## config.mk

```make
export PLATFORM = sky130hd
export DESIGN_NAME = flow_control_unit_flat
export DESIGN_NICKNAME = d
export VERILOG_FILES = /design/src/rtl/flow_control_unit_if.sv /design/src/rtl/flow_control_unit.sv /design/src/flat_wrapper.sv
export SDC_FILE = /design/constraint.sdc
export NUM_CORES = 1
export LEC_CHECK = 0
export ABC_AREA = 1
export ABC_CLOCK_PERIOD_IN_PS = 1320
export BUFFER_PORTS_ARGS = -buffer_cell sky130_fd_sc_hd__clkbuf_2
export CORE_UTILIZATION = 32
export DETAILED_ROUTE_END_ITERATION = 10
export GPL_TIMING_DRIVEN = 0
export PLACE_DENSITY = 0.83
export SYNTH_ARGS = -nofsm -noshare
export SYNTH_HDL_FRONTEND = slang
export SYNTH_SLANG_ARGS = --single-unit
```

## constraint.sdc

```tcl
create_clock -name clock -period 1.32 [get_ports clock]
set_input_delay 0.066 -clock clock [delete_from_list [all_inputs] [get_ports clock]]
set_output_delay 0.066 -clock clock [all_outputs]
set_load 0.005 [all_outputs]
```

## src/rtl/flow_control_unit_if.sv

```systemverilog
// Control bundle produced by the flow CPU decoder and consumed by the datapath and VGA.
interface flow_control_unit_if;
  logic        program_counter_increment;
  logic [3:0]  alu_op;
  logic [15:0] alu_a_altern;
  logic [15:0] alu_b_altern;
  logic [3:0]  alu_a_select;
  logic [3:0]  alu_b_select;
  logic        alu_a_source;
  logic        alu_b_source;
  logic [3:0]  alu_out_select;
  logic [1:0]  alu_load_src;
  logic        alu_store_to_mem;
  logic        alu_store_to_stk;
  logic [3:0]  vga_color_select;
  logic [3:0]  vga_coord_select;
  logic        vga_plot;
  logic        vga_resetn;

  modport master (
    output program_counter_increment, alu_op, alu_a_altern, alu_b_altern, alu_a_select,
           alu_b_select, alu_a_source, alu_b_source, alu_out_select, alu_load_src,
           alu_store_to_mem, alu_store_to_stk, vga_color_select, vga_coord_select, vga_plot,
           vga_resetn
  );

  modport slave (
    input program_counter_increment, alu_op, alu_a_altern, alu_b_altern, alu_a_select,
          alu_b_select, alu_a_source, alu_b_source, alu_out_select, alu_load_src,
          alu_store_to_mem, alu_store_to_stk, vga_color_select, vga_coord_select, vga_plot,
          vga_resetn
  );
endinterface

```

## src/rtl/flow_control_unit.sv

```systemverilog
// Instruction decoder and run/stop sequencer for the flow 16-bit CPU.
// Optional feature: define HALT_ON_ERROR_EN to stop on errored register operands.
module flow_control_unit (
  input  logic                clock,
  input  logic                reset,
  input  logic                user_clock,
  input  logic                switch_clock,
  input  logic                clock_lock,
  input  logic [15:0]         current_instruction,
  input  logic [15:0]         switches,
  input  logic [15:0]         zeroflag,
  input  logic [15:0]         signflag,
  input  logic [15:0]         overflow,
  input  logic [15:0]         errorbit,
  flow_control_unit_if.master ctrl
);

  typedef enum logic {StStopped, StRunning} state_e;

  state_e state_q, state_d;
  logic   user_clock_q;
  logic   running;
  logic   user_clock_rise;
  logic   halt;
  logic   unused_flags;

  logic [3:0] op, x, y, z;
  assign {op, x, y, z} = current_instruction;

  logic [3:0]  dec_alu_op;
  logic [15:0] dec_a_altern, dec_b_altern;
  logic [3:0]  dec_a_sel, dec_b_sel, dec_out_sel;
  logic        dec_a_src, dec_b_src;
  logic [1:0]  dec_load_src;
  logic        dec_st_mem, dec_st_stk;
  logic [3:0]  dec_color, dec_coord;
  logic        dec_plot, dec_vclr, dec_swcl, dec_taken;
  logic        uses_a, uses_b;

  assign running         = (state_q == StRunning);
  assign user_clock_rise = user_clock & ~user_clock_q;

  always_comb begin
    dec_alu_op   = 4'h0;
    dec_a_altern = 16'h0000;
    dec_b_altern = 16'h0000;
    dec_a_sel    = 4'h0;
    dec_b_sel    = 4'h0;
    dec_out_sel  = 4'h0;
    dec_a_src    = 1'b0;
    dec_b_src    = 1'b0;
    dec_load_src = 2'b00;
    dec_st_mem   = 1'b0;
    dec_st_stk   = 1'b0;
    dec_color    = 4'h0;
    dec_coord    = 4'h0;
    dec_plot     = 1'b0;
    dec_vclr     = 1'b0;
    dec_swcl     = 1'b0;
    dec_taken    = 1'b0;
    uses_a       = 1'b0;
    uses_b       = 1'b0;
    unique case (op)
      4'h1, 4'h2, 4'h3, 4'h4, 4'h5, 4'h6, 4'h7, 4'h8, 4'h9, 4'hA, 4'hB, 4'hC: begin
        dec_alu_op   = op;
        dec_out_sel  = x;
        dec_a_sel    = y;
        dec_b_sel    = z;
        dec_load_src = 2'b01;
        uses_a       = 1'b1;
        uses_b       = 1'b1;
      end
      4'hE: begin
        dec_alu_op   = 4'h1;
        dec_a_sel    = z;
        dec_b_altern = {12'h000, y};
        dec_b_src    = 1'b1;
        dec_out_sel  = z;
        dec_load_src = 2'b01;
        uses_a       = 1'b1;
      end
      4'hF: begin
        unique case (x[3:2])
          2'b00:   dec_taken = 1'b1;
          2'b01:   dec_taken = ~zeroflag[y];
          2'b10:   dec_taken = zeroflag[y];
          default: dec_taken = signflag[y];
        endcase
        dec_a_sel    = z;
        dec_b_sel    = y;
        dec_load_src = dec_taken ? 2'b01 : 2'b00;
        uses_a       = 1'b1;
        uses_b       = 1'b1;
      end
      4'h0: begin
        case (x)
          4'h1: begin
            dec_alu_op   = y;
            dec_a_altern = switches;
            dec_a_src    = 1'b1;
            dec_b_sel    = z;
            dec_out_sel  = z;
            dec_load_src = 2'b01;
            uses_b       = 1'b1;
          end
          4'h3: dec_swcl = 1'b1;
          4'h8: begin
            dec_color = y;
            dec_coord = z;
            dec_plot  = 1'b1;
          end
          4'h9: dec_vclr = 1'b1;
          4'hC: begin
            dec_a_sel   = y;
            dec_b_sel   = z;
            dec_out_sel = y;
            dec_st_mem  = 1'b1;
            uses_a      = 1'b1;
            uses_b      = 1'b1;
          end
          4'hD: begin
            dec_b_sel  = z;
            dec_st_stk = 1'b1;
            uses_b     = 1'b1;
          end
          4'hE: begin
            dec_a_sel    = y;
            dec_out_sel  = z;
            dec_load_src = 2'b10;
            uses_a       = 1'b1;
          end
          4'hF: begin
            dec_out_sel  = z;
            dec_load_src = 2'b11;
          end
          default: ;
        endcase
      end
      default: ;
    endcase
  end

`ifdef HALT_ON_ERROR_EN
  assign halt = running & ((uses_a & errorbit[dec_a_sel]) | (uses_b & errorbit[dec_b_sel]));
  assign unused_flags = ^overflow;
`else
  assign halt = 1'b0;
  assign unused_flags = ^{overflow, errorbit, uses_a, uses_b};
`endif

  // Register selects always decode so the datapath can preview operands while stopped.
  always_comb begin
    ctrl.alu_a_select              = dec_a_sel;
    ctrl.alu_b_select              = dec_b_sel;
    ctrl.alu_out_select            = dec_out_sel;
    ctrl.program_counter_increment = 1'b0;
    ctrl.alu_op                    = 4'h0;
    ctrl.alu_a_altern              = 16'h0000;
    ctrl.alu_b_altern              = 16'h0000;
    ctrl.alu_a_source              = 1'b0;
    ctrl.alu_b_source              = 1'b0;
    ctrl.alu_load_src              = 2'b00;
    ctrl.alu_store_to_mem          = 1'b0;
    ctrl.alu_store_to_stk          = 1'b0;
    ctrl.vga_color_select          = 4'h0;
    ctrl.vga_coord_select          = 4'h0;
    ctrl.vga_plot                  = 1'b0;
    ctrl.vga_resetn                = 1'b1;
    if (running) begin
      ctrl.alu_op           = dec_alu_op;
      ctrl.alu_a_altern     = dec_a_altern;
      ctrl.alu_b_altern     = dec_b_altern;
      ctrl.alu_a_source     = dec_a_src;
      ctrl.alu_b_source     = dec_b_src;
      ctrl.vga_color_select = dec_color;
      ctrl.vga_coord_select = dec_coord;
      ctrl.vga_resetn       = ~dec_vclr;
      if (!halt) begin
        ctrl.alu_load_src              = dec_load_src;
        ctrl.alu_store_to_mem          = dec_st_mem;
        ctrl.alu_store_to_stk          = dec_st_stk;
        ctrl.vga_plot                  = dec_plot;
        ctrl.program_counter_increment = ~dec_swcl & ~dec_taken;
      end
    end
  end

  // SWCL beats a simultaneous resume edge.
  always_comb begin
    state_d = state_q;
    if (dec_swcl || halt) begin
      state_d = StStopped;
    end else if (running && switch_clock) begin
      state_d = StStopped;
    end else if (user_clock_rise && !clock_lock) begin
      state_d = StRunning;
    end
  end

  always_ff @(posedge clock) begin
    if (reset) begin
      state_q      <= StStopped;
      user_clock_q <= 1'b1;
    end else begin
      state_q      <= state_d;
      user_clock_q <= user_clock;
    end
  end

endmodule

```

## src/flat_wrapper.sv

```systemverilog
// flat-port wrapper written by rule: the top's interface ports become plain ports
module flow_control_unit_flat 
  (clock, reset, user_clock, switch_clock, clock_lock, current_instruction, switches, zeroflag, signflag, overflow, errorbit, ctrl_program_counter_increment, ctrl_alu_op, ctrl_alu_a_altern, ctrl_alu_b_altern, ctrl_alu_a_select, ctrl_alu_b_select, ctrl_alu_a_source, ctrl_alu_b_source, ctrl_alu_out_select, ctrl_alu_load_src, ctrl_alu_store_to_mem, ctrl_alu_store_to_stk, ctrl_vga_color_select, ctrl_vga_coord_select, ctrl_vga_plot, ctrl_vga_resetn);
  flow_control_unit_if ctrl_i ();
  input  logic clock;
  input  logic reset;
  input  logic user_clock;
  input  logic switch_clock;
  input  logic clock_lock;
  input  logic [15:0] current_instruction;
  input  logic [15:0] switches;
  input  logic [15:0] zeroflag;
  input  logic [15:0] signflag;
  input  logic [15:0] overflow;
  input  logic [15:0] errorbit;
  output wire logic [$bits(ctrl_i.program_counter_increment)-1:0] ctrl_program_counter_increment;
  output wire logic [$bits(ctrl_i.alu_op)-1:0] ctrl_alu_op;
  output wire logic [$bits(ctrl_i.alu_a_altern)-1:0] ctrl_alu_a_altern;
  output wire logic [$bits(ctrl_i.alu_b_altern)-1:0] ctrl_alu_b_altern;
  output wire logic [$bits(ctrl_i.alu_a_select)-1:0] ctrl_alu_a_select;
  output wire logic [$bits(ctrl_i.alu_b_select)-1:0] ctrl_alu_b_select;
  output wire logic [$bits(ctrl_i.alu_a_source)-1:0] ctrl_alu_a_source;
  output wire logic [$bits(ctrl_i.alu_b_source)-1:0] ctrl_alu_b_source;
  output wire logic [$bits(ctrl_i.alu_out_select)-1:0] ctrl_alu_out_select;
  output wire logic [$bits(ctrl_i.alu_load_src)-1:0] ctrl_alu_load_src;
  output wire logic [$bits(ctrl_i.alu_store_to_mem)-1:0] ctrl_alu_store_to_mem;
  output wire logic [$bits(ctrl_i.alu_store_to_stk)-1:0] ctrl_alu_store_to_stk;
  output wire logic [$bits(ctrl_i.vga_color_select)-1:0] ctrl_vga_color_select;
  output wire logic [$bits(ctrl_i.vga_coord_select)-1:0] ctrl_vga_coord_select;
  output wire logic [$bits(ctrl_i.vga_plot)-1:0] ctrl_vga_plot;
  output wire logic [$bits(ctrl_i.vga_resetn)-1:0] ctrl_vga_resetn;
  assign ctrl_program_counter_increment = ctrl_i.program_counter_increment;
  assign ctrl_alu_op = ctrl_i.alu_op;
  assign ctrl_alu_a_altern = ctrl_i.alu_a_altern;
  assign ctrl_alu_b_altern = ctrl_i.alu_b_altern;
  assign ctrl_alu_a_select = ctrl_i.alu_a_select;
  assign ctrl_alu_b_select = ctrl_i.alu_b_select;
  assign ctrl_alu_a_source = ctrl_i.alu_a_source;
  assign ctrl_alu_b_source = ctrl_i.alu_b_source;
  assign ctrl_alu_out_select = ctrl_i.alu_out_select;
  assign ctrl_alu_load_src = ctrl_i.alu_load_src;
  assign ctrl_alu_store_to_mem = ctrl_i.alu_store_to_mem;
  assign ctrl_alu_store_to_stk = ctrl_i.alu_store_to_stk;
  assign ctrl_vga_color_select = ctrl_i.vga_color_select;
  assign ctrl_vga_coord_select = ctrl_i.vga_coord_select;
  assign ctrl_vga_plot = ctrl_i.vga_plot;
  assign ctrl_vga_resetn = ctrl_i.vga_resetn;
  flow_control_unit u_core (.clock(clock), .reset(reset), .user_clock(user_clock), .switch_clock(switch_clock), .clock_lock(clock_lock), .current_instruction(current_instruction), .switches(switches), .zeroflag(zeroflag), .signflag(signflag), .overflow(overflow), .errorbit(errorbit), .ctrl(ctrl_i));
endmodule
```

# Yosys cells after proc, flatten, opt, wreduce, memory -nomap -nowiden
# Cells that the tools add are included.
totals:
  output_inout_bits: 65
  wordCells: 97
  register_bits: 2
classes:
  eq_ne: 24
  bitwise: 7
  muxes: 51
  n_reduce_logical: 12
  magnitude_cmp: 1
op_table:
  columns: ["cell", "count"]
  rows:
  - ["== test 4 bit (second input constant)", 13]
  - ["2-to-1 mux 16 bit", 3]
  - ["2-to-1 mux 4 bit", 12]
  - ["one-hot mux 4 bit (3 select lines)", 4]
  - ["2-to-1 mux 1 bit", 25]
  - ["== test 4 x 3 -> 1 bit (second input constant)", 4]
  - ["OR reduction 13 bit", 1]
  - ["== test 4 x 2 -> 1 bit (second input constant)", 3]
  - ["one-hot mux 2 bit (3 select lines)", 2]
  - ["OR reduction 12 bit", 1]
  - ["OR reduction 3 bit", 3]
  - ["binary-select mux 1 bit (select 4 bit)", 2]
  - ["== test 4 x 1 -> 1 bit (second input constant)", 2]
  - ["one-hot mux 4 bit (2 select lines)", 1]
  - ["less-than comparator 4 x 5 -> 1 bit (second input constant)", 1]
  - ["inverter 1 bit", 5]
  - ["zero test 4 bit", 1]
  - ["OR reduction 2 bit", 2]
  - ["one-hot mux 1 bit (3 select lines)", 1]
  - ["bitwise AND 1 bit", 2]
  - ["== test 2 x 1 -> 1 bit (second input constant)", 1]
  - ["== test 2 bit (second input constant)", 1]
  - ["logical AND 1 bit", 2]
  - ["zero test 2 bit", 1]
  - ["other kinds (2)", 2]

# Depth between registers and ports, before layout
# Gate-level depths: netlist of the first run.
depth:
  word_depth: 9
  mapped_depth: 14
  mapped_depth_nobuf: 12

# Worst setup path after synthesis of the first run
# Ideal clock, no wire load.
synth_path:
  kind: "register to output"
  start: "register u_core.state_q, in the netlist u_core.running"
  end: "output port ctrl_alu_load_src[1]"
  t_required_ns: 1.254
  path_slack_ns: 0.258
  stages_incl_launch_ff: 4
  t_arrival_ns: 0.996
  cell_sequence: "dfxtp_1 -> inv_1 -> clkbuf_1 -> a2111oi_0"
synth_between:
  elab_chain_cells: 1
synth_rtl:
  columns: ["element", "line_no", "text"]
  rows:
  - ["start: declaration", "flow_control_unit.sv:20", "state_e state_q, state_d;"]
  - ["start signal: assignment", "flow_control_unit.sv:202", "state_q <= StStopped;"]
  - ["start signal: assignment", "flow_control_unit.sv:205", "state_q <= state_d;"]
  - ["2-to-1 mux 2 bit", "flow_control_unit.sv:169", "if (running) begin"]
  - ["end: declaration", "flat_wrapper.sv:25", "output wire logic [$bits(ctrl_i.alu_load_src)-1:0] ctrl_alu_load_src;"]
# No other way between the ends.

# Worst setup path after layout of the first run
layout_path:
  start: "register u_core.state_q, in the netlist u_core.running"
  end: "output port ctrl_alu_a_altern[7]"
layout_between:
  elab_chain_cells: 1
layout_rtl:
  columns: ["element", "line_no", "text"]
  rows:
  - ["2-to-1 mux 16 bit", "flow_control_unit.sv:169", null]
  - ["end: declaration", "flat_wrapper.sv:18", "output wire logic [$bits(ctrl_i.alu_a_altern)-1:0] ctrl_alu_a_altern;"]
# No other way between the ends.

==> flow_summary.json, run 1 <==
{
  "number_of_hold_repair_buffers_added_at_the_cts_stage": 0,
  "drtIter0Drc": 51,
  "tritoncts_clock_tree": "built",
  "postSynth.topFlopCell": "sky130_fd_sc_hd__dfxtp_1",
  "final_common_cell": "sky130_fd_sc_hd__clkbuf_2",
  "nNetsFinal": 496,
  "multi_input_gate_area_um2": 1030,
  "synth.distinct_cells": 32,
  "placed_area_um2": 1930,
  "die_width_um": 64.1,
  "synth_async_sr_flop_share_pct": 0,
  "antenna_found_initial": 0,
  "critical_path.max_fanout": 5,
  "dr_total_vias": 2093,
  "flow.area_growth_from_synthesis_pct": 89.5,
  "final_cell_area_um2": 2340,
  "final.hold.worst_slack_ns": 0.0268,
  "avgViaCountPerCell": 4.75,
  "total_setup_violations_reported_at_the_end_of_the_flow": 31,
  "clock_skew_ns": 0.00211,
  "hold_viol_final": 0,
  "run_status": "finished, violations left",
  "clock_tree.root_cell": "sky130_fd_sc_hd__clkbuf_8",
  "ys_ff_latch": 2,
  "numPortBuffers": 119,
  "floorplan.initialDensity_pct": 33.4,
  "ir_worst_vdd_mv": 0.208,
  "power.static_leakage_nw": 1.44,
  "grt_setup_unrepaired": "true",
  "cts.clk_slew.worst_paths_ns": 0.03,
  "design.portCount": 166,
  "htreeDepth": 1,
  "drt_drc_violations_left": 0,
  "power.density_cell_area_nw_per_um2": 363,
  "mostFrequentLayoutCells": "sky130_fd_sc_hd__clkbuf_2 (100), sky130_fd_sc_hd__nand2_1 (44), sky130_fd_sc_hd__inv_1 (43)",
  "finalWirelength_mm": 5.00,
  "grt_pass1_vias": 1735,
  "synth_sequential_area_ratio_pct": 3.25,
  "yosys_warnings": 0,
  "die-height_um": 64.1,
  "grt_max_degree": 11,
  "worstPathArrival_ns": 1.32,
  "slew_violations": 0,
  "violated_checks": "negative setup slack",
  "post-route-worst-setup-slack_ns": -0.0634,
  "fmax_mhz": 723,
  "fillerInstances": 352,
  "criticalPathCategory": "reg2out",
  "start_kind": "flip-flop",
  "max_buffers_root_to_sink": 2,
  "gr-total-overflow": 0,
  "synth.cell_area_um2": 1230,
  "count_of_antenna_violating_nets_left_after_detailed_routing": 0,
  "setup.worst_path.end_class": "output pin",
  "fin_util_pct": 63.4,
  "finalPower_mw": 0.849,
  "edff_count_synth": 0,
  "fp.coreArea_um2": 3690,
  "syn_area_per_cell_um2": 5.04,
  "drv_cap": 0,
  "worst_skew_pair.late_latency_ns": 0.21,
  "ff_latch_area_um2": 41.3,
  "postSynthCellCount": 245,
  "post_route_cells_drive_above_1_share_pct": 53.4,
  "final_min_period_over_clock_period_pct": 105,
  "place_congestion": 0.857,
  "floorplan.die_area_um2": 4110,
  "diodes": 0,
  "cts_inserted_buffers": 3,
  "dp_hpwl_mm": 3.67,
  "grt_first_pass_wirelength_mm": 7.14,
  "number_of_placement_rows": 22,
  "worstPathRequired_ns": 1.25,
  "cts.sinks": 2,
  "wl_per_cell_um": 11.3,
  "clock_period_minus_final_worst_setup_slack_ns": 1.38,
  "grt_use_total_pct": 21.1,
  "first_pass_iters": 4,
  "hold_class": "in2reg"
}
[worst max-delay path, stage by stage, from the launching register on]
cell	delay, ns
sky130_fd_sc_hd__dfxtp_2	0.33
sky130_fd_sc_hd__inv_2	0.04
sky130_fd_sc_hd__nor2_2	0.11
sky130_fd_sc_hd__inv_2	0.08
sky130_fd_sc_hd__nor2_4	0.14
sky130_fd_sc_hd__inv_4	0.07
sky130_fd_sc_hd__clkbuf_16	0.15
sky130_fd_sc_hd__nor2_1	0.08
sky130_fd_sc_hd__buf_2	0.11
[stage by stage]
stage / std cells / TNS (ns) / setup WS (ns)
after floorplan: 256 / 0 / 0.258
after global placement: 423 / -0.369 / -0.0728
after global routing: 441 / -3.71 / -0.135
after detailed placement: 423 / -0.744 / -0.119
after CTS: 429 / -0.335 / -0.0412
final: 441 / -0.970 / -0.0634
[per-layer routing]
| layer | vias up | global-route usage [%] | wire length [um] |
|---|---|---|---|
| li1 | 1048 | - | - |
| met5 | - | 0 | 0 |
| met4 | 0 | 4.17 | 57 |
| met3 | 8 | 3.04 | 390 |
| met2 | 106 | 40.8 | 2540 |
| met1 | 931 | 24.2 | 2010 |
[cells by family (layout without fill, tap and decap cells)]
kind of cell	after synthesis	after routing	synth area share [%]
AND/OR/NAND/NOR	139	140	50.6
other	1	12	0.304
flip-flops	2	2	3.25
AO/OA/AOI/OAI	28	28	15.5
buffers and inverters	75	211	30.3
[repair_timing]
item / CTS / global route
endpoints found under the setup margin: 36 / 42
cloned: 1 / 2
pin swaps: 2 / 6
setup buffers: 2 / 10
gates resized for setup: 20 / 62
[Yosys cell counts (2+ instances only)]
cell type                   n  area share, %
sky130_fd_sc_hd__nand3_2    2            1.6
sky130_fd_sc_hd__o22ai_1   12            6.1
sky130_fd_sc_hd__buf_4     14            8.5
sky130_fd_sc_hd__nor3_1     2           0.81
sky130_fd_sc_hd__inv_1     47             14
sky130_fd_sc_hd__nand2_2    4            2.0
sky130_fd_sc_hd__buf_6      5            4.6
sky130_fd_sc_hd__nor2_1    46             14
sky130_fd_sc_hd__o221ai_1   4            2.8
sky130_fd_sc_hd__inv_2      6            1.8
sky130_fd_sc_hd__nor2_2     2            1.0
sky130_fd_sc_hd__a21oi_1    4            1.6
sky130_fd_sc_hd__dfxtp_1    2            3.2
sky130_fd_sc_hd__nand3_1   29             12
sky130_fd_sc_hd__nand2_1   49             15
[worst paths after layout]
path | endpoint | slack, ns | depth (start not counted) | from
setup reg to reg | u_core.running$_SDFFE_PP0P_ | 0.34 | 5 | u_core.running$_SDFFE_PP0P_
setup / recovery | ctrl_alu_a_altern[7] | -0.06 | 8 | u_core.running$_SDFFE_PP0P_
hold / removal | u_core.running$_SDFFE_PP0P_ | 0.03 | 2 | reset
hold reg to reg | u_core.running$_SDFFE_PP0P_ | 0.56 | 3 | u_core.user_clock_q$_SDFF_PP1_
[report_power, final]
group | internal, mW | switching [mW] | total, mW
Combinational | 0.260 | 0.287 | 0.547
Clock | 0.193 | 0.0454 | 0.238
Sequential | 0.0635 | 0.000952 | 0.0645
[registers in the layout, indices dropped and copies added (netlist names)]
signal               cells
u_core.user_clock_q      1
u_core.running           1
[cell type report]
class / instances / share of cell area [%]
sequential: 2 / 1.77
timing repair buffer: 133 / 31.8
clock buffer: 3 / 1.77
multi-input combinational: 180 / 44.3
inverter: 55 / 9.42
tap: 48 / 2.57
buffer: 20 / 8.40
(Power assumes the default switching activity.)
==> run 2: changes to the inputs <==
Settings changed: CORE_MARGIN set to 5, SKIP_CTS_REPAIR_TIMING set to 1.
==> run 2 against run 1 <==
The run still ends with negative setup slack left. Non-clock buffer count rose by 4. Critical path type unchanged. Cell area rose by 4.3%. Worst hold slack improved by 0.022 ns. Clock skew barely moved. Routed wire length rose by 15%. Via count rose by 1.7%. Combinational power rose by 5.7%. Sequential power barely moved. Sequential cell count did not move. Global-route usage fell by 3.1 points.
==> flow_summary.json, run 2 (same netlist as run 1, synthesis figures left out) <==
{
  "run_status": "finished, violations left",
  "violated_checks": "negative setup slack",
  "power.density_cell_area_nw_per_um2": 360,
  "timing.hold.worst_path_depth": 2,
  "grt_setup_unrepaired": "true",
  "critPathBufInv": 3,
  "mostFrequentLayoutCells": "sky130_fd_sc_hd__clkbuf_2 (98), sky130_fd_sc_hd__inv_1 (44), sky130_fd_sc_hd__nand2_1 (43)",
  "placed_cells_incl_taps": 423,
  "global_route.peak_usage_layer": "met2",
  "place_congestion": 0.834,
  "floorplan.initialDensity_pct": 33.4,
  "critical_path.max_fanout": 4,
  "rr_endpoint": "u_core.running$_SDFFE_PP0P_",
  "slew_violations": 0,
  "avgViaCountPerCell": 4.78,
  "groute.layer.met3.usage_pct": 3.74,
  "placed_area_um2": 1930,
  "final_common_cell": "sky130_fd_sc_hd__clkbuf_2",
  "nNetsFinal": 500,
  "count_of_antenna_violating_nets_left_after_detailed_routing": 0,
  "floorplan.die_area_um2": 5200,
  "power.static_leakage_nw": 1.47,
  "dr_total_vias": 2128,
  "hold_path_startpoint": "reset",
  "worst_skew_pair.late_latency_ns": 0.21,
  "regToRegStartpoint": "u_core.running$_SDFFE_PP0P_",
  "gr-total-overflow": 0,
  "drt_drc_violations_left": 0,
  "number_of_placement_rows": 22,
  "cp_cell_sequence": "inv_2 > nor2_4 > inv_4 > nor3_4 > nand2_2 > nor2_1 > buf_2",
  "post_layout_nonfiller_instances": 445,
  "grt_use_total_pct": 18.1,
  "tritoncts_clock_tree": "built",
  "fmax_mhz": 693,
  "timing.reg2reg.setup_slack_ns": 0.25,
  "grt_max_degree": 11,
  "diodes": 0,
  "start_kind": "flip-flop",
  "finalWirelength_mm": 5.73,
  "fillerInstances": 307,
  "max_stage_delay_cell_worst_path": "sky130_fd_sc_hd__dfxtp_2",
  "drtIter0Drc": 78,
  "cts.sinks": 2,
  "max_buffers_root_to_sink": 2,
  "whs_endpoint": "u_core.running$_SDFFE_PP0P_",
  "cpPeakStageDelay_ns": 0.33,
  "flow.area_growth_from_synthesis_pct": 97.7,
  "grt_pass1_vias": 1919,
  "ir_worst_vdd_mv": 0.185,
  "final_cell_area_um2": 2440,
  "clock_skew_ns": 0.00196,
  "setup.worst_path.end_class": "output pin",
  "numPortBuffers": 119,
  "criticalPathCategory": "reg2out",
  "die-height_um": 72.1,
  "hold_class": "in2reg",
  "logic_depth_of_the_worst_register_to_register_path": 5,
  "cpLargestDelayFamily": "simple AND/OR/NAND/NOR gates",
  "clock_period_minus_final_worst_setup_slack_ns": 1.44,
  "antenna_found_initial": 0,
  "post-route-worst-setup-slack_ns": -0.124,
  "htreeDepth": 1,
  "design.portCount": 166,
  "final.hold.worst_slack_ns": 0.0492,
  "worstPathArrival_ns": 1.38,
  "fp.coreArea_um2": 3690,
  "grt_first_pass_wirelength_mm": 7.93,
  "grtUsageMet1_pct": 20.1,
  "fin_util_pct": 66.1,
  "post_route_cells_drive_above_1_share_pct": 57.7,
  "dp_hpwl_mm": 4.23,
  "grt_util_met2_pct": 32.9,
  "cts_inserted_buffers": 3,
  "cts.clk_slew.worst_paths_ns": 0.02,
  "final_min_period_over_clock_period_pct": 109,
  "die_width_um": 72.1,
  "total_setup_violations_reported_at_the_end_of_the_flow": 20,
  "first_pass_iters": 4,
  "wl_per_cell_um": 12.9,
  "hold_viol_final": 0,
  "drv_cap": 0,
  "clock_tree.root_cell": "sky130_fd_sc_hd__clkbuf_8",
  "worstPathRequired_ns": 1.25
}
## run 2: cell types whose count changed in the layout (fill, tap and decap cells not counted), moves of 4 or more
cell	change
sky130_fd_sc_hd__nand3_1	-7
sky130_fd_sc_hd__inv_2	-4
sky130_fd_sc_hd__nor2_2	+6
sky130_fd_sc_hd__nand3_2	+7
sky130_fd_sc_hd__buf_4	+6
sky130_fd_sc_hd__nor2_1	-6
## run 2: cell type report
type / count / area (um2) / area share, %
Tap cell: 48 / 60.1 / 2.46
Timing Repair Buffer: 137 / 785 / 32.2
Multi-Input combinational cell: 180 / 1090 / 44.6
Sequential cell: 2 / 41.3 / 1.69
Buffer: 20 / 190 / 7.80
Clock buffer: 3 / 41.3 / 1.69
Inverter: 55 / 233 / 9.54
## run 2: worst register-to-register path, delay by kind of cell (launching register included)
kind	cells	cell delay, ns
flops	1	0.31
simple gates	2	0.15
buf+inv	2	0.33
compound gates	1	0.15
## run 2: worst max path at each step
stage,start,slack (ns),end,cells past startpoint
after CTS,u_core.running$_SDFFE_PP0P_,-0.21,ctrl_alu_load_src[1],4
after global placement,current_instruction[15],-0.06,ctrl_alu_b_select[3],9
after detailed placement,current_instruction[6],-0.09,ctrl_alu_load_src[0],10
after floorplan,u_core.running$_SDFFE_PP0P_,0.26,ctrl_alu_load_src[1],3
after global routing,u_core.running$_SDFFE_PP0P_,-0.22,ctrl_vga_color_select[1],7
final,u_core.running$_SDFFE_PP0P_,-0.12,ctrl_vga_color_select[1],7
## run 2: through the flow
step | setup TNS (ns) | power, mW | setup WS [ns]
6_report | -1.03 | 0.878 | -0.124
2_1_floorplan | 0 | 0.328 | 0.258
5_1_grt | -3.71 | 0.945 | -0.216
4_1_cts | -3.71 | 0.758 | -0.215
3_5_place_dp | -0.798 | 0.515 | -0.0936
3_3_place_gp | -0.312 | 0.508 | -0.0588
## run 2: power breakdown
group | leakage (nW) | switching, mW | total, mW | internal (mW)
combinational | 1.43 | 0.305 | 0.578 | 0.273
clock | 0.0216 | 0.0430 | 0.235 | 0.192
sequential | 0.0169 | 0.000948 | 0.0645 | 0.0636
## run 2: layer usage
| metal | wire [um] | vias to the layer above |
|---|---|---|
| met1 | 2070 | 943 |
| li1 | - | 1058 |
| met5 | 0 | - |
| met3 | 579 | 13 |
| met2 | 2960 | 114 |
| met4 | 119 | 0 |
==> run 3: changes to the inputs <==
Settings changed: ABC_CLOCK_PERIOD_IN_PS 1320 to 1400.
Clock period 1.32 ns to 1.4 ns, I/O delays scaled along.
==> run 3 against run 2 <==
The run still ends with negative setup slack left. Global-route usage did not move. Clock power fell by 6%. Cell count down 1.3%. Critical path depth is the same. Sequential power fell by 5.7%. Worst setup slack better by 0.057 ns. Core utilization fell by 6.2 points. First-iteration DRC count decreased by 33%. Power shrank 11%. Clock-buffer cell count did not move. Die area stayed put. Sequential cell count unchanged.
==> flow_summary.json, run 3 (same netlist as run 1, synthesis figures left out) <==
{
  "number_of_placement_rows": 22,
  "worstPathRequired_ns": 1.33,
  "first_pass_iters": 5,
  "clock_skew_ns": 0.00181,
  "switching_share_pct": 38.6,
  "violated_checks": "negative setup slack",
  "place_congestion": 0.834,
  "post_route_setup_tns_ns": -0.359,
  "timing.hold.worst_path_depth": 2,
  "drv_cap": 0,
  "criticalPathCategory": "reg2out",
  "drt_drc_violations_left": 0,
  "grt_max_degree": 11,
  "setup.worst_path.end_class": "output pin",
  "clock_tree.root_cell": "sky130_fd_sc_hd__clkbuf_8",
  "post-route-worst-setup-slack_ns": -0.0672,
  "htreeDepth": 1,
  "gr-total-overflow": 0,
  "fp.coreArea_um2": 3690,
  "worstSetupPathDepth": 7,
  "dp_hpwl_mm": 4.23,
  "cts.sinks": 2,
  "fmax_mhz": 682,
  "worstPathArrival_ns": 1.40,
  "dr_total_vias": 2065,
  "floorplan.initialDensity_pct": 33.4,
  "count_of_antenna_violating_nets_left_after_detailed_routing": 0,
  "total_setup_violations_reported_at_the_end_of_the_flow": 9,
  "power.density_cell_area_nw_per_um2": 352,
  "post_route_cells_drive_above_1_share_pct": 51.4,
  "flow.area_growth_from_synthesis_pct": 79.2,
  "max_stage_delay_cell_worst_path": "sky130_fd_sc_hd__dfxtp_2",
  "cp_cell_sequence": "inv_2 > nor2_4 > inv_4 > nor3_4 > nand2_2 > nor2_1 > buf_2",
  "cpLargestDelayFamily": "simple AND/OR/NAND/NOR gates",
  "design.portCount": 166,
  "groute.layer.met3.usage_pct": 3.74,
  "power.static_leakage_nw": 1.39,
  "net-switching-power_mw": 0.300,
  "place_worst_setup_slack_ns": -0.0216,
  "final_cell_area_um2": 2210,
  "power.internal_mw": 0.477,
  "worst_skew_pair.late_latency_ns": 0.21,
  "numPortBuffers": 119,
  "slew_violations": 0,
  "ir_worst_vdd_mv": 0.161,
  "final_min_period_over_clock_period_pct": 105,
  "hold_viol_final": 0,
  "grt_pass1_vias": 1919,
  "nNetsFinal": 494,
  "start_kind": "flip-flop",
  "finalWirelength_mm": 5.30,
  "grt_first_pass_wirelength_mm": 7.93,
  "p_seq_share_pct": 7.8,
  "critPathBufInv": 3,
  "grt_util_met2_pct": 32.9,
  "cts.clk_slew.worst_paths_ns": 0.02,
  "clockPowerShare_pct": 28.5,
  "mostFrequentLayoutCells": "sky130_fd_sc_hd__clkbuf_2 (109), sky130_fd_sc_hd__inv_1 (44), sky130_fd_sc_hd__nand2_1 (44)",
  "cts_inserted_buffers": 3,
  "diodes": 0,
  "run_status": "finished, violations left",
  "drtIter0Drc": 52,
  "grt_setup_unrepaired": "true",
  "power.share.combinational_pct": 63.7,
  "grtUsageMet1_pct": 20.1,
  "multi_input_gate_area_um2": 967,
  "hold_class": "in2reg",
  "critical_path.max_fanout": 4,
  "die_width_um": 72.1,
  "fin_util_pct": 59.9,
  "grt_use_total_pct": 18.1,
  "fillerInstances": 360,
  "global_route.peak_usage_layer": "met2",
  "cpPeakStageDelay_ns": 0.33,
  "logic_depth_of_the_worst_register_to_register_path": 5,
  "floorplan.die_area_um2": 5200,
  "antenna_found_initial": 0,
  "final_common_cell": "sky130_fd_sc_hd__clkbuf_2",
  "tritoncts_clock_tree": "built",
  "ff_latch_area_um2": 41.3,
  "avgViaCountPerCell": 4.70,
  "clock_period_minus_final_worst_setup_slack_ns": 1.47,
  "max_buffers_root_to_sink": 2,
  "die-height_um": 72.1,
  "wl_per_cell_um": 12.1,
  "placed_area_um2": 1930
}
[run 3: layout make-up]
class | count | share of cell area (%)
plain buffers | 20 | 7.70
repair buffers | 131 | 31.9
inverters | 55 | 10.2
clock buffers | 3 | 1.87
flip-flops and latches | 2 | 1.87
well taps | 48 | 2.72
multi-input cells | 180 | 43.7
[run 3: power groups by stage]
stage,registers (mW),logic [mW],clock network [mW]
after floorplan,0.0610,0.248,0
after global placement,0.0611,0.418,0
after detailed placement,0.0613,0.424,0
after CTS,0.0606,0.426,0.227
after global routing,0.0610,0.549,0.232
final,0.0608,0.495,0.221
[run 3: final timing paths]
kind                             startpoint  slack (ns)                          end
max             u_core.running$_SDFFE_PP0P_       -0.07     ctrl_vga_color_select[1]
min                                   reset        0.05  u_core.running$_SDFFE_PP0P_
max reg2reg     u_core.running$_SDFFE_PP0P_        0.36  u_core.running$_SDFFE_PP0P_
min reg2reg  u_core.user_clock_q$_SDFF_PP1_        0.59  u_core.running$_SDFFE_PP0P_
[run 3: worst reg2reg max path: cells and delay by family, from the launching register on]
kind / cells / cell delay, ns
flip-flops: 1 / 0.31
AND/OR/NAND/NOR: 2 / 0.15
buffers and inverters: 2 / 0.31
AO/OA/AOI/OAI: 1 / 0.15
[run 3: stage by stage]
stage          hold WS, ns  instances  power (mW)
6_report            0.0529        439       0.777
5_1_grt             0.0530        439       0.842
4_1_cts             0.0460        426       0.714
3_5_place_dp         0.263        423       0.485
3_3_place_gp         0.249        423       0.479
2_1_floorplan        0.149        256       0.309
[run 3: per-layer routing]
layer | vias up | share of wire (%)
li1 | 1041 | -
met1 | 895 | 38
met2 | 117 | 49
met3 | 12 | 11
met4 | 0 | 1.9
met5 | - | 0
